$ cat src/rtl/layer_sequencer.sv
// layer_sequencer: time-shares one MAC/bias/activation datapath across the neurons of a dense layer
// Ports: clk; rst (async, active-low); fill/req from the network controller; fill_done/busy/ack_layer status;
// w_we/b_we/w_addr/b_addr drive the weight and bias fill; x_sel/mac_clr/mac_en/bias_en/act_en/out_we/out_idx
// steer the datapath one neuron at a time. Every output is decoded from registered state and counters.
module layer_sequencer #(
  parameter int N_IN  = 2,
  parameter int N_OUT = 3,
  parameter int AW_I  = 1,
  parameter int AW_N  = 2,
  parameter int AW_W  = 3
) (
  input  logic            clk,
  input  logic            rst,
  input  logic            fill,
  input  logic            req,
  output logic            fill_done,
  output logic            busy,
  output logic            ack_layer,
  output logic            w_we,
  output logic            b_we,
  output logic [AW_W-1:0] w_addr,
  output logic [AW_N-1:0] b_addr,
  output logic [AW_I-1:0] x_sel,
  output logic            mac_clr,
  output logic            mac_en,
  output logic            bias_en,
  output logic            act_en,
  output logic            out_we,
  output logic [AW_N-1:0] out_idx
);
  typedef enum logic [3:0] {IDLE, FILL_W, FILL_B, CLR, MAC, BIAS, ACT, WRITE, DONE} state_t;
  localparam logic [AW_W-1:0] W_LAST = AW_W'(N_IN * N_OUT - 1);
  localparam logic [AW_N-1:0] N_LAST = AW_N'(N_OUT - 1);
  localparam logic [AW_I-1:0] I_LAST = AW_I'(N_IN - 1);
  state_t state, nxt;
  logic [AW_W-1:0] wc;
  logic [AW_N-1:0] n;
  logic [AW_I-1:0] i;
  logic w_last, n_last, i_last;
  assign w_last = wc == W_LAST;
  assign n_last = n == N_LAST;
  assign i_last = i == I_LAST;
  // n doubles as the bias fill address and the neuron index; it wraps to 0 after either pass
  always_ff @(posedge clk or negedge rst) begin
    if (!rst) begin
      state     <= IDLE;
      wc        <= '0;
      n         <= '0;
      i         <= '0;
      fill_done <= 1'b0;
    end else begin
      state     <= nxt;
      wc        <= (state == FILL_W && !w_last) ? wc + AW_W'(1) : '0;
      i         <= (state == MAC && !i_last) ? i + AW_I'(1) : '0;
      n         <= (state == FILL_B || state == WRITE) ? (n_last ? '0 : n + AW_N'(1)) : n;
      fill_done <= fill_done | (state == FILL_B && n_last);
    end
  end
  always_comb begin
    nxt = state;
    case (state)
      IDLE:    nxt = (fill && !fill_done) ? FILL_W : (req && fill_done) ? CLR : IDLE;
      FILL_W:  nxt = w_last ? FILL_B : FILL_W;
      FILL_B:  nxt = n_last ? IDLE : FILL_B;
      CLR:     nxt = MAC;
      MAC:     nxt = i_last ? BIAS : MAC;
      BIAS:    nxt = ACT;
      ACT:     nxt = WRITE;
      WRITE:   nxt = n_last ? DONE : CLR;
      DONE:    nxt = req ? DONE : IDLE;
      default: nxt = IDLE;
    endcase
  end
  assign busy      = state != IDLE && state != DONE;
  assign ack_layer = state == DONE;
  assign w_we      = state == FILL_W;
  assign b_we      = state == FILL_B;
  assign mac_clr   = state == CLR;
  assign mac_en    = state == MAC;
  assign bias_en   = state == BIAS;
  assign act_en    = state == ACT;
  assign out_we    = state == WRITE;
  assign w_addr    = w_we ? wc : mac_en ? AW_W'(n) * AW_W'(N_IN) + AW_W'(i) : '0;
  assign b_addr    = (b_we || bias_en) ? n : '0;
  assign x_sel     = mac_en ? i : '0;
  assign out_idx   = (busy && !w_we && !b_we) ? n : '0;
endmodule
$ cat config.mk
export PLATFORM = sky130hd
export DESIGN_NAME = layer_sequencer
export DESIGN_NICKNAME = d
export VERILOG_FILES = /design/src/rtl/layer_sequencer.sv
export SDC_FILE = /design/constraint.sdc
export NUM_CORES = 1
export LEC_CHECK = 0
export CORE_MARGIN = 10
export CORE_UTILIZATION = 39
export DETAILED_ROUTE_END_ITERATION = 16
export HOLD_SLACK_MARGIN = 0.15
export PLACE_DENSITY = 0.73
export SYNTH_ARGS = -nofsm -noshare
export SYNTH_HDL_FRONTEND = slang
export SYNTH_SLANG_ARGS = --single-unit
$ cat constraint.sdc
create_clock -name clk -period 1.3 [get_ports clk]
set_input_delay 0.13 -clock clk [delete_from_list [all_inputs] [get_ports clk]]
set_output_delay 0.13 -clock clk [all_outputs]
set_load 0.02 [all_outputs]
==> summary.txt, run 1 <==
Syn Inst Count: 75
GRT worst endpoint: b_addr[0]
H-tree depth: 1
IO Count: 22
Worst EP Category: top-level output
Yosys top cell area share: 41.59%
clk sinks: 11
largest cells by area after synthesis: dfrtp_1 42%, nor2_1 6.2%, ha_1 3.8%, nand2_1 3.4%, nor3_1 3.0%
buffers added on ports: 21
Error: [ERROR DPL-0033] detailed placement checks failed during check placement.
Synth area leader: dfrtp_1
sequential area share after synthesis: 41.59%
Mapped Area: 661.9 µm²
die width: 61.20 µm
Seq cells post-synth: 11
Halt Stage: 5_1_grt
Die Y-Extent: 61.20 µm
initial antenna violation count: 0
post-synthesis mux area share: 3.403%
Detail Placement HPWL: 1605 µm
Syn Area/Cell: 8.825 µm²
FP Rows: 14
outcome: did not finish
starting density of the core: 42.46%
combinational family with the most area after synthesis: simple AND/OR/NAND/NOR gates
root buffer cell: clkbuf_4
number of CTS-inserted buffers: 3
GP Congestion: 0.8621
Unique masters post-synth: 32
adder-cell share of the synthesized area: 5.293%
Post-Synth Simple-Gate Area: 29.11%
syn_nets: 81
yosys warns: 0
post-synthesis xor/xnor area fraction: 3.970%
Clock Tree Buf Depth: 2
post-synthesis compound-gate area fraction: 11.53%
largest net degree at the start of global routing: 12
## cells in the mapped netlist (all sizes together)
cell type and number:
clkbuf 1, o32a 1, nand4 1, ha 2, dfrtp 11, o21ai 2
o31a 1, inv 4, nand2b 3, nor4bb 1, a22o 2, nor2b 2
xor2 1, nand2 6, buf 3, a21o 1, nor2 11, nor3b 1
mux2 2, nor3 5, a21oi 3, nand3b 1, xnor2 2, nor4 2
a22oi 1, and3 1, maj3 1, nand3 1, or3 2
## through the flow
stage	instance area [µm²]	setup slack [ns]	hold WS (ns)	std cells
4_1_cts	1270	-0.3346	0.4608	143
3_5_place_dp	1141	-0.5580	0.4273	131
3_3_place_gp	1141	-0.5326	0.4199	131
2_1_floorplan	769.5	-0.1225	-0.1656	75
## what timing repair did
action | 4_1_cts
endpoints found under the hold margin | 11
gates resized for setup | 106
buffers inserted | 7
hold buffers | 1
endpoints found under the setup margin | 26
pin swaps | 7
## cells by family after synthesis
kind of cell | Yosys count
AND/OR/NAND/NOR | 37
AO/OA/AOI/OAI | 11
flip-flops | 11
buffers and inverters | 8
XOR/XNOR | 3
adder cells (fa/ha/maj) | 3
multiplexers | 2
==> run 2: changes to the inputs <==
==> config.mk (replaced) <==
export PLATFORM = sky130hd
export DESIGN_NAME = layer_sequencer
export DESIGN_NICKNAME = d
export VERILOG_FILES = /design/src/rtl/layer_sequencer.sv
export SDC_FILE = /design/constraint.sdc
export NUM_CORES = 1
export LEC_CHECK = 0
export CORE_AREA = 10 10 71 73
export DETAILED_ROUTE_END_ITERATION = 16
export DIE_AREA = 0 0 81 83
export PLACE_DENSITY_LB_ADDON = 0.15
export SYNTH_ARGS = -nofsm -noshare
export SYNTH_HDL_FRONTEND = slang
export SYNTH_SLANG_ARGS = --single-unit
==> constraint.sdc (replaced) <==
create_clock -name clk -period 1.69 [get_ports clk]
set_input_delay 0.169 -clock clk [delete_from_list [all_inputs] [get_ports clk]]
set_output_delay 0.169 -clock clk [all_outputs]
set_load 0.02 [all_outputs]
==> run 2 against run 1 <==
- the run now ends clean
- area after synthesis did not move
- synthesized cell count did not move
==> summary.txt, run 2 <==
Synth area leader: dfrtp_1
Post-synth top cells: 11 x dfrtp_1, 11 x nor2_1, 6 x nand2_1
Design Power: 2143 µW
Critical R2R Capture: n[0]$_DFFE_PN0P_
die width: 81 µm
Die Y-Extent: 83 µm
clk sinks: 11
Vias: 698
1st-iter DRT viols: 25
delay of the slowest cell on the worst path: 0.41 ns
CP endpoint kind: primary output
Syn Area/Cell: 8.825 µm²
share of cells above drive strength 1: 42.98%
Clock Skew: 0.001848 ns
global-route wire length before repair: 3705 µm
utilization after layout: 31.13%
Most common cell on crit path: buf_4
largest cells by area after synthesis: dfrtp_1 42%, nor2_1 6.2%, ha_1 3.8%, nand2_1 3.4%, nor3_1 3.0%
predominant post-synthesis flop cell: dfrtp_1
Residual DRC: 0
H-tree depth: 1
grt ovf: 0
Max Clock Freq: 601.5 MHz
Req. time, crit path: 1.52 ns
post-route ant nets: 0
core region area: 0.003633 mm²
largest net degree at the start of global routing: 12
Top reg by flops: state
LEAKAGE: 0.0005571 µW
vias per inst: 4.130
Detail Placement HPWL: 1739 µm
Die ar.: 0.006723 mm²
syn_nets: 81
Clock Tree Buf Depth: 2
max-cap viol count: 0
starting density of the core: 18.22%
Critical Path Start Type: flop
routed wire length: 2271 µm
CTS tree: built
Worst slew margin: 62.38%
Period minus WS final: 1.663 ns
Unique masters post-synth: 32
Final Net Count: 128
ys async rst share: 100.0%
GP Congestion: 0.7543
initial antenna violation count: 0
vias in the first global route: 728
arrival time at the worst endpoint: 1.49 ns
GRT Total Usage: 6.951%
clk_lat worst skew: 0.23 ns
fin crit share: 98.37%
Seq cells post-synth: 11
most common cell after layout, fill and taps aside: buf_4
yosys warns: 0
DRT Pass-1 Iters: 4
reg2reg setup slack: 0.16 ns
Area Overhead vs Synth: 70.89%
Reg clk slew, reported paths: 0.05 ns
worst vdd ir: 544.3 µV
IO Count: 22
worst-margin pin slew: 0.5626 ns
FP Rows: 22
post-place setup slack: -0.1781 ns
sequential area share after synthesis: 41.59%
worst-path fanout max: 6
R2R cell count: 5
HP Class: input port to asynchronous set/reset pin
critical path, cell by cell: buf_4 > or3_4 > buf_4 > buf_2
Slew Limit Fails: 0
Yosys top cell area share: 41.59%
pwr/cell area: 1894 mW/mm²
n_diodes: 0
buffers added on ports: 21
root buffer cell: clkbuf_8
setup ws final: 0.02748 ns
final hold vios: 0
Worst path slowest cell: dfrtp_1
Post-synth EDFFs: 0
Mapped Area: 661.9 µm²
outcome: complete, no violations
DR WL/cell: 13.44 µm
number of CTS-inserted buffers: 3
most frequent cells in the layout: 25 x buf_4, 10 x nor2_1, 10 x dfrtp_1, 9 x buf_2, 5 x nand2_1
dpl cell area: 0.001069 mm²
Syn Inst Count: 75
Final setup viols: 0
design area: 0.001131 mm²
RR Startpoint: state[2]$_DFF_PN0_
max reg flops: 4
Setup CP Type: flop to primary output
Largest regs: state x4, wc x3, n x2
-- run 2: cell counts after synthesis --
Identical to the previous run, type by type.
-- run 2: final cells by class --
| class | count | area [µm²] |
|---|---|---|
| well taps | 48 | 60.06 |
| repair buffers | 46 | 339.1 |
| multi-input cells | 56 | 395.4 |
| clock buffers | 4 | 45.04 |
| flip-flops and latches | 11 | 276.5 |
| fillers | 415 | 2502 |
| inverters | 4 | 15.01 |
-- run 2: per-stage QoR --
| step | setup TNS, ns | hold slack [ns] | cells |
|---|---|---|---|
| global placement | -1.768 | 0.4391 | 160 |
| floorplan | 0 | -0.1266 | 75 |
| finish | 0 | 0.2991 | 169 |
| global route | -0.02884 | 0.3359 | 169 |
| CTS | -0.002519 | 0.3193 | 166 |
| detailed placement | -1.818 | 0.4547 | 160 |
-- run 2: critical path: cells and delay by family (launching register included) --
| family | cells | cell delay [ns] |
|---|---|---|
| flip-flops | 1 | 0.41 |
| buffers and inverters | 3 | 0.47 |
| AND/OR/NAND/NOR | 1 | 0.37 |
-- run 2: cell families (layout without fill, tap and decap cells) --
family          Yosys count  after routing  synth area share [%]
fa+ha+maj                 3              3                 5.292
mux                       2              2                 3.402
buf+inv                   8             54                 5.102
compound gates           11             11                 11.53
flops                    11             11                 41.59
xor+xnor                  3              3                 3.970
simple gates             37             37                 29.11
-- run 2: layer usage --
layer / part of all wire [%] / vias to the layer above / wire length, µm / GRT usage [%]
met1: 45 / 330 / 1032 / 7.988
met4: 1.8 / 0 / 41 / 3.286
li1: - / 352 / - / -
met3: 4.4 / 2 / 99 / 2.263
met5: 0 / - / 0 / 0
met2: 48 / 14 / 1097 / 11.17
-- run 2: worst max-delay path by stage --
stage / start / to / slack (ns) / cells after the start
after detailed placement: state[2]$_DFF_PN0_ / w_addr[0] / -0.18 / 5
after global routing: state[1]$_DFF_PN0_ / busy / -0.01 / 4
after floorplan: state[2]$_DFF_PN0_ / b_addr[0] / 0.03 / 3
after CTS: state[1]$_DFF_PN0_ / w_addr[0] / -0.003 / 5
after global placement: state[2]$_DFF_PN0_ / w_addr[0] / -0.19 / 5
final: state[1]$_DFF_PN0_ / busy / 0.03 / 4
-- run 2: where the power goes --
group | internal, µW | switching (µW)
Combinational | 700 | 717
Sequential | 360 | 104
Clock | 165 | 96.3
-- run 2: timing repair --
action / in CTS / in global routing
pin swaps: 0 / 2
hold buffers: 0 / 0
endpoints found under the setup margin: 17 / 13
gates resized for setup: 52 / 20
buffers inserted: 2 / 3
Note: power is estimated with default switching activity, not from simulation.
==> run 3: changes to the inputs <==
--- a/config.mk
+++ b/config.mk
@@ -8,6 +8,7 @@
 export CORE_AREA = 10 10 71 73
 export DETAILED_ROUTE_END_ITERATION = 16
 export DIE_AREA = 0 0 81 83
+export GPL_TIMING_DRIVEN = 0
 export PLACE_DENSITY_LB_ADDON = 0.15
 export SYNTH_ARGS = -nofsm -noshare
 export SYNTH_HDL_FRONTEND = slang
==> run 3 against run 2 <==
- clock skew up 0.0039 ns
- largest power group unchanged
- maximum frequency down 2.7%
- the flow now finishes with violations (negative setup slack)
- non-clock buffer count down 10
- clock power up 3%
- register-to-register slack better by 0.06 ns
- design area down 2.4%
==> summary.txt, run 3 (synthesized netlist as in run 2, its figures left out) <==
Finished Layout Cells: 159
Reg clk slew, reported paths: 0.05 ns
setup ws final: -0.01903 ns
Die Y-Extent: 83 µm
Largest regs: state x4, wc x3, n x2
final hold vios: 0
HP Class: input port to asynchronous set/reset pin
Critical Path Start Type: flop
pwr/cell area: 1891 mW/mm²
LEAKAGE: 0.0005140 µW
RSZ-0062 raised after global routing: yes
worst vdd ir: 385.9 µV
CP top delay family: flip-flops
Die ar.: 0.006723 mm²
largest net degree at the start of global routing: 12
routed wire length: 2103 µm
Clock Tree Buf Depth: 2
Worst Path Buf+Inv: 2
share of cells above drive strength 1: 41.44%
Design Power: 2087 µW
Slew Limit Fails: 0
Clock Skew: 0.005720 ns
design area: 0.001104 mm²
H-tree depth: 1
GP Congestion: 0.7362
Setup CP Type: flop to primary output
violated checks: negative setup slack
DRT Pass-1 Iters: 2
vias per inst: 4.226
post-route ant nets: 0
arrival time at the worst endpoint: 1.54 ns
Area Overhead vs Synth: 66.73%
Req. time, crit path: 1.52 ns
root buffer cell: clkbuf_8
core region area: 0.003633 mm²
most frequent cells in the layout: 17 x buf_4, 10 x nor2_1, 9 x dfrtp_1, 5 x buf_6, 5 x nand2_1
die width: 81 µm
max-cap viol count: 0
Worst path slowest cell: dfrtp_1
Period minus WS final: 1.709 ns
dpl cells: 144
starting density of the core: 18.22%
Final setup viols: 1
max reg flops: 4
Vias: 672
clk_lat worst skew: 0.24 ns
IO Count: 22
worst-path fanout max: 6
worst-margin pin slew: 0.5187 ns
critical path, cell by cell: buf_6 > nand2b_4 > mux2_4 > nor3b_2 > buf_4
n_diodes: 0
global-route wire length before repair: 3456 µm
clk sinks: 11
Residual DRC: 0
most common cell after layout, fill and taps aside: buf_4
number of CTS-inserted buffers: 3
FP Rows: 22
Max Clock Freq: 585.1 MHz
1st-iter DRT viols: 15
CTS tree: built
Worst slew margin: 65.31%
CP endpoint kind: primary output
Top reg by flops: state
buffers added on ports: 21
Detail Placement HPWL: 1513 µm
fin crit share: 101.1%
grt ovf: 0
outcome: finished with violations
Final Net Count: 118
GRT Total Usage: 6.466%
DR WL/cell: 13.23 µm
cts hold-fix bufs: 0
dpl cell area: 937.1 µm²
delay of the slowest cell on the worst path: 0.37 ns
initial antenna violation count: 0
vias in the first global route: 686
[run 3: cell count changes in the layout (fill, tap and decap cells not counted), sizes merged]
cell / previous run / this run
dlygate4sd2: 1 / 2
clkdlybuf4s15: 3 / 2
buf: 35 / 25
[run 3: metrics by stage]
| step | utilization, % | hold slack, ns | TNS [ns] | setup slack (ns) |
|---|---|---|---|---|
| floorplan | - | -0.1266 | 0 | 0.03380 |
| global placement | 25.79 | 0.4292 | -2.728 | -0.3650 |
| detailed placement | 25.79 | 0.4349 | -2.684 | -0.3885 |
| CTS | 29.10 | 0.2937 | -0.04025 | -0.02481 |
| global route | 30.37 | 0.3160 | -0.2292 | -0.09517 |
| finish | 30.37 | 0.2712 | -0.01903 | -0.01903 |
[run 3: what timing repair did]
action,CTS,global route
pin swaps,1,4
setup endpoints to repair,17,9
resized for setup,82,12
buffers inserted,6,5
[run 3: layout make-up]
class                      instances  area (µm²)
buffer                             4       38.79
fill                             407        2530
inverter                           4       15.01
tap                               48       60.06
sequential                        11       277.8
timing repair buffer              32       255.2
clock buffer                       4       45.04
multi-input combinational         56       411.6
[run 3: report_power, final]
part	internal (µW)	switching, µW	total [µW]
logic	654	710	1360
registers	360	93.7	454
clock network	166	104	270
total	1180	907	2090
[run 3: path summary, 6_finish.rpt]
check,endpoint,startpoint,slack [ns],cells past startpoint
worst max-delay path,b_addr[0],state[0]$_DFF_PN0_,-0.02,5
worst min-delay path,i$_DFF_PN0_,rst,0.27,1
worst max register to register,n[0]$_DFFE_PN0P_,state[0]$_DFF_PN0_,0.22,5
worst min register to register,i$_DFF_PN0_,i$_DFF_PN0_,0.46,1
max in group asynchronous,state[2]$_DFF_PN0_,rst,1.04,1
min in group clk,i$_DFF_PN0_,i$_DFF_PN0_,0.46,1
[run 3: routing by layer]
metal,up-vias,part of all wire (%),track usage [%]
met5,-,0,0
met4,0,3.3,5.164
met3,5,6.5,1.940
met2,15,47,9.510
met1,319,43,7.449
li1,333,-,-
==> run 4: changes to the inputs <==
--- a/config.mk
+++ b/config.mk
@@ -5,11 +5,14 @@
 export SDC_FILE = /design/constraint.sdc
 export NUM_CORES = 1
 export LEC_CHECK = 0
+export ABC_AREA = 1
 export CORE_AREA = 10 10 71 73
 export DETAILED_ROUTE_END_ITERATION = 16
 export DIE_AREA = 0 0 81 83
 export GPL_TIMING_DRIVEN = 0
+export MAX_ROUTING_LAYER = met4
 export PLACE_DENSITY_LB_ADDON = 0.15
+export SKIP_LAST_GASP = 1
 export SYNTH_ARGS = -nofsm -noshare
 export SYNTH_HDL_FRONTEND = slang
 export SYNTH_SLANG_ARGS = --single-unit
==> run 4 against run 3 <==
- the run now ends clean
- register-to-register slack improved by 0.29 ns
- clock power fell by 2%
- via count rose by 1.2%
- synthesized cell count rose by 24%
- design area fell by 11%
==> summary.txt, run 4 <==
outcome: complete, no violations
most common cell after layout, fill and taps aside: nand2_1
HP Class: input port to asynchronous set/reset pin
delay of the slowest cell on the worst path: 0.46 ns
Finished Layout Cells: 170
Worst slew margin: 62.37%
Seq cells post-synth: 11
clk_lat worst skew: 0.24 ns
Setup crit start: state[3]$_DFF_PN0_
final hold vios: 0
Post-synth top cells: 26 x nand2_1, 18 x inv_1, 13 x nand3_1
core region area: 0.003633 mm²
Period minus WS final: 1.595 ns
Die Y-Extent: 83 µm
CP endpoint kind: primary output
R2R cell count: 5
buffers added on ports: 21
n_diodes: 0
Die ar.: 0.006723 mm²
predominant post-synthesis flop cell: dfrtp_1
Fin Setup TNS: 0 ns
RR Startpoint: state[3]$_DFF_PN0_
vias in the first global route: 751
syn_nets: 99
DR WL/cell: 12.15 µm
dpl cell area: 929.6 µm²
DRT Pass-1 Iters: 4
post-route ant nets: 0
Req. time, crit path: 1.52 ns
Max Clock Freq: 626.8 MHz
Hold WS: 0.2982 ns
vias per inst: 4.000
H-tree depth: 1
Critical Path Start Type: flop
Residual DRC: 0
clk sinks: 11
Syn Area/Cell: 7.090 µm²
Detail Placement HPWL: 1603 µm
Design Power: 1771 µW
largest net degree at the start of global routing: 12
Slew Limit Fails: 0
IO Count: 22
Final Net Count: 129
arrival time at the worst endpoint: 1.43 ns
worst-margin pin slew: 0.5627 ns
Final setup viols: 0
GRT Total Usage: 6.829%
GP Congestion: 0.7804
1st-iter DRT viols: 41
initial antenna violation count: 0
die width: 81 µm
Clock Tree Buf Depth: 2
LEAKAGE: 0.0005789 µW
Setup CP Type: flop to primary output
Post-synth EDFFs: 0
global-route wire length before repair: 3505 µm
sequential area share after synthesis: 41.75%
largest cells by area after synthesis: dfrtp_1 42%, nand2_1 15%, inv_1 10%, nand3_1 9.9%, nor2_1 5.7%
max reg flops: 4
grt ovf: 0
ys async rst share: 100.0%
Yosys top cell area share: 41.75%
yosys warns: 0
Worst path slowest cell: dfrtp_2
most frequent cell after synthesis: nand2_1
max-cap viol count: 0
Top reg by flops: state
worst vdd ir: 446.4 µV
reg2reg setup slack: 0.51 ns
Clock Skew: 0.001227 ns
Synth area leader: dfrtp_1
CTS tree: built
fin crit share: 94.40%
critical path, cell by cell: nor2_4 > nand2_1 > inv_1 > clkdlybuf4s15_1
Area Overhead vs Synth: 49.15%
most frequent cells in the layout: 25 x nand2_1, 16 x inv_1, 13 x nand3_1, 8 x nor2_1, 8 x dfrtp_1
starting density of the core: 18.15%
routed wire length: 2065 µm
Critical R2R Capture: n[0]$_DFFE_PN0P_
design area: 983.4 µm²
Unique masters post-synth: 15
Syn Inst Count: 93
pwr/cell area: 1801 mW/mm²
FP Rows: 22
number of CTS-inserted buffers: 3
dpl cells: 162
Largest regs: state x4, wc x3, n x2
root buffer cell: clkbuf_8
Setup crit end: w_we
worst-path fanout max: 6
Vias: 680
Mapped Area: 659.4 µm²
Reg clk slew, reported paths: 0.05 ns
share of cells above drive strength 1: 23.77%
RSZ-0062 raised after global routing: yes
run 4: changes by cell type in the layout (fill, tap and decap cells not counted), sizes merged, moves of 2 or more:
cell    before  now
nand3        1   14
inv          4   18
clkbuf       7    9
nand2        6   26
mux2         2    0
a22o         2    0
nor2b        2    0
nand2b       3    0
nor3         5    1
or3          2    0
buf         25    9
run 4: kinds of logic (layout without fill, tap and decap cells):
| kind of cell | after synthesis | after routing | share of synthesized area (%) |
|---|---|---|---|
| DFF | 11 | 11 | 41.75 |
| and+or+nand+nor | 54 | 54 | 37.00 |
| adders and majority gates | 2 | 2 | 3.794 |
| xor gates and xnor gates | 1 | 1 | 1.329 |
| buffers and inverters | 18 | 47 | 10.25 |
| AOI/OAI and AO/OA | 7 | 7 | 5.883 |
run 4: final cells by class:
class / count / area [µm²]
Sequential cell: 11 / 279.0
Timing Repair Buffer: 25 / 190.2
Fill cell: 439 / 2650
Tap cell: 48 / 60.06
Multi-Input combinational cell: 64 / 341.6
Clock buffer: 4 / 45.04
Inverter: 18 / 67.56
run 4: critical path: cells and delay by family (launching register included):
family,cells,cell delay (ns)
flip-flops,1,0.46
buffers and inverters,2,0.41
AND/OR/NAND/NOR,2,0.33
run 4: routing by layer:
metal  routed length [µm]  GRT usage, %
met1                  967         7.993
met2                  945         9.942
met3                  111         1.940
met4                   41         4.225
met5                    0             -
run 4: worst min path at each step:
stage,depth (start not counted),to,from,slack [ns]
final,1,state[2]$_DFF_PN0_,rst,0.30
after global routing,1,state[3]$_DFF_PN0_,rst,0.35
after CTS,1,state[3]$_DFF_PN0_,rst,0.33
after detailed placement,1,i$_DFF_PN0_,i$_DFF_PN0_,0.46
after global placement,1,i$_DFF_PN0_,i$_DFF_PN0_,0.46
after floorplan,0,fill_done$_DFF_PN0_,rst,-0.13
run 4: power by group:
| group | internal (µW) | switching, µW | total [µW] |
|---|---|---|---|
| logic | 370 | 659 | 1030 |
| clock network | 166 | 98.8 | 264 |
| registers | 366 | 112 | 478 |
run 4: what timing repair did:
item	in CTS	in global routing
hold buffers	0	0
pin swaps	1	3
gates resized for setup	33	26
endpoints found under the setup margin	17	16
buffers inserted	1	3
run 4: metrics by stage:
| stage | util (%) | setup slack (ns) |
|---|---|---|
| 6_report | 27.07 | 0.09463 |
| 5_1_grt | 27.07 | -0.01492 |
| 4_1_cts | 27.07 | -0.2005 |
| 3_5_place_dp | 25.59 | -0.2601 |
| 3_3_place_gp | 25.59 | -0.2611 |
| 2_1_floorplan | - | 0.2742 |
==> patch, RTL diff (config.mk and constraints of run 4) <==
Change the parameter `AW_W` from 3 to 5.
--- a/src/rtl/layer_sequencer.sv
+++ b/src/rtl/layer_sequencer.sv
@@ -7,7 +7,7 @@
   parameter int N_OUT = 3,
   parameter int AW_I  = 1,
   parameter int AW_N  = 2,
-  parameter int AW_W  = 3
+  parameter int AW_W  = 5
 ) (
   input  logic            clk,
   input  logic            rst,
Ports: changed (resized w_addr); port bits go from 22 to 24. The function was not compared with the original's and may differ.
==> patch against run 4 <==
  * Total power rose by 7.1%
  * Count of clock-buffer cells in the layout fell by 1
  * Final area rose by 18%
  * Critical path type unchanged
  * Via count up 16%
  * Worst setup slack got worse by 4.7 ps
  * Synthesized cell count increased by 28%
  * Largest cell class unchanged
  * Routed wire length rose by 9.3%
  * Sequential cell count up 2
  * Combinational power rose by 6%
  * Synthesized area increased by 24%
==> patch: results (changes against run 4) <==
- Outcome: finished clean (unchanged).
- The buffer levels on the longest clock path came to 2 (unchanged).
- The total CTS buffers is 3 (unchanged).
- The proportion of layout cells with a drive suffix above 1 is 21.48% (was 23.77%).
- The launch instance of the worst register-to-register path is wc[1] (was state[3]).
- The total leakage power is 0.6817 nW (was 0.5789 nW).
- The most used flip-flop cell after synthesis is dfrtp_1 (unchanged).
- The count of placed standard cells including taps came to 190 (was 162).
- The worst clock skew is 1.774 ps (was 1.227 ps).
- For the worst-skew pair, the clock arrives at the later sink with an insertion delay of 250 ps.
- The core occupancy in the finished layout is 31.85% (was 27.07%).
- The count of nets after finishing is 156 (was 129).
- The number of diodes was 0 (unchanged).
- The worst-case headroom to the max-slew limit is 56.87% (was 62.37%).
- The number of I/O port buffers came to 23 (was 21).
- The detailed router's first-iteration violation count is 20 (was 41).
- The met3 routing resource usage after global routing is 1.078% (was 1.940%).
- The count of cell types in the netlist was 17 (was 15).
- The worst reg2reg path depth was 7 (was 5).
- The number of iterations in the first detailed-routing pass is 4 (unchanged).
- The capture point of the worst reg-to-reg path is state[0] (was n[0]).
- The first-pass GRT wire length is 3719 um (was 3505 um).
- Dominant cells by area after synthesis: dfrtp_1, nand2_1, inv_1 (unchanged).
- The placer congestion estimate is 0.7842 (was 0.7804).
- The pre-CTS setup slack was -239.1 ps (was -260.1 ps).
- The vias per cell is 3.990 (was 4.000).
- The maximum VDD drop is 0.3519 mV (was 0.4464 mV).
- Registers with the most flip-flops: wc (5), state (4), n (2) (was state (4), wc (3), n (2)).
- The number of global-route vias before repair came to 778 (was 751).
- The sequential cell area fraction in the yosys report is 39.63% (was 41.75%).
- The half-perimeter wire length after detailed placement came to 1789 um (was 1603 um).
- The buffer type at the clock tree root is clkbuf_8 (unchanged).
- The average routed wire per standard cell is 11.46 um (was 12.15 um).
- The arrival time at the worst endpoint was 1430 ps (about the same).
- The net count of the mapped netlist was 125 (was 99).
- The final number of max-transition violations was 0 (unchanged).
- The via total after detailed routing is 786 (was 680).
- The H-tree depth was 1 (unchanged).
- The pin count of the biggest net entering global routing is 14 (was 12).
- The proportion of synthesized flip-flops having asynchronous set or reset is 100.0% (unchanged).
- Most numerous cell types in the synthesized netlist: nand2_1, inv_1, nor2_1, dfrtp_1, nand3_1 (was nand2_1, inv_1, nand3_1, dfrtp_1, nor2_1).
- The highest fanout seen on the critical path came to 8 (was 6).
- The average size of a mapped cell is 6.897 um^2 (was 7.090 um^2).
- The worst hold-check slack is 317.3 ps (was 298.2 ps).
- The combined global-route utilization of all metal layers is 7.230% (was 6.829%).
- The met1 track demand over resource is 8.266% (was 7.993%).
- The number of fill cells in the layout came to 422 (was 439).
- The met2 track demand over resource is 11.74% (was 9.942%).
-- patch: changes by cell type after synthesis, moves of 2 or more --
cell / before / now
nor2_1: 10 / 22
nand2_1: 26 / 28
dfrtp_1: 11 / 13
inv_1: 18 / 23
nand2_2: 0 / 2
inv_2: 0 / 2
xor2_1: 0 / 2
-- patch: layout make-up --
| class | instances | area share (%) |
|---|---|---|
| Clock buffer | 3 | 3.568 |
| Tap cell | 48 | 5.189 |
| Timing Repair Buffer | 26 | 17.84 |
| Multi-Input combinational cell | 81 | 36.43 |
| Clock inverter | 1 | 0.4324 |
| Sequential cell | 13 | 28.43 |
| Inverter | 25 | 8.108 |
-- patch: worst max path at each step --
stage,startpoint,endpoint,slack [ps],depth (start not counted)
CTS,state[0],w_addr[2],-120,7
global route,state[2],w_addr[1],-30,5
detailed placement,state[1],w_addr[2],-240,4
finish,state[3],b_addr[0],90,5
global placement,state[1],w_addr[2],-290,4
floorplan,state[1],w_addr[2],240,3
-- patch: worst max-delay path: stages (launching register included) --
cell	delay [ps]
dfrtp_2	450
nor2_4	140
buf_4	150
nand2_2	110
a21oi_1	170
buf_4	160
-- patch: metrics by stage --
step,cell area (um^2),power (mW)
3_5_place_dp,1111,1.611
2_1_floorplan,820.8,1.184
3_3_place_gp,1111,1.609
4_1_cts,1149,1.876
5_1_grt,1157,2.085
6_report,1157,1.897
-- patch: metal layers --
metal / part of all wire, % / wire, um / vias to the layer above
met5: 0 / 0 / -
met4: 2.3 / 51 / 0
met3: 2.7 / 62 / 4
met2: 50 / 1129 / 11
met1: 45 / 1013 / 352
li1: - / - / 419
-- patch: kinds of logic (layout without fill, tap and decap cells) --
logic type                 count (synthesis)  after routing  share of synthesized area [%]
and+or+nand+nor                           69             69                          37.96
buffers and inverters                     25             55                          11.43
DFF                                       13             13                          39.63
AOI/OAI and AO/OA                          7              7                          4.726
xor gates and xnor gates                   3              3                          3.202
adders and majority gates                  2              2                          3.048
-- patch: report_power, final --
group	total, mW	switching, mW	internal, mW
combinational	1.09	0.687	0.399
sequential	0.518	0.106	0.412
clock	0.293	0.130	0.163
total	1.90	0.922	0.974
-- patch: what timing repair did --
item,in CTS,in global routing
gates resized for setup,42,16
hold buffers,0,0
endpoints found under the hold margin,0,0
endpoints found under the setup margin,19,14
setup buffers,1,2
pin swaps,1,1
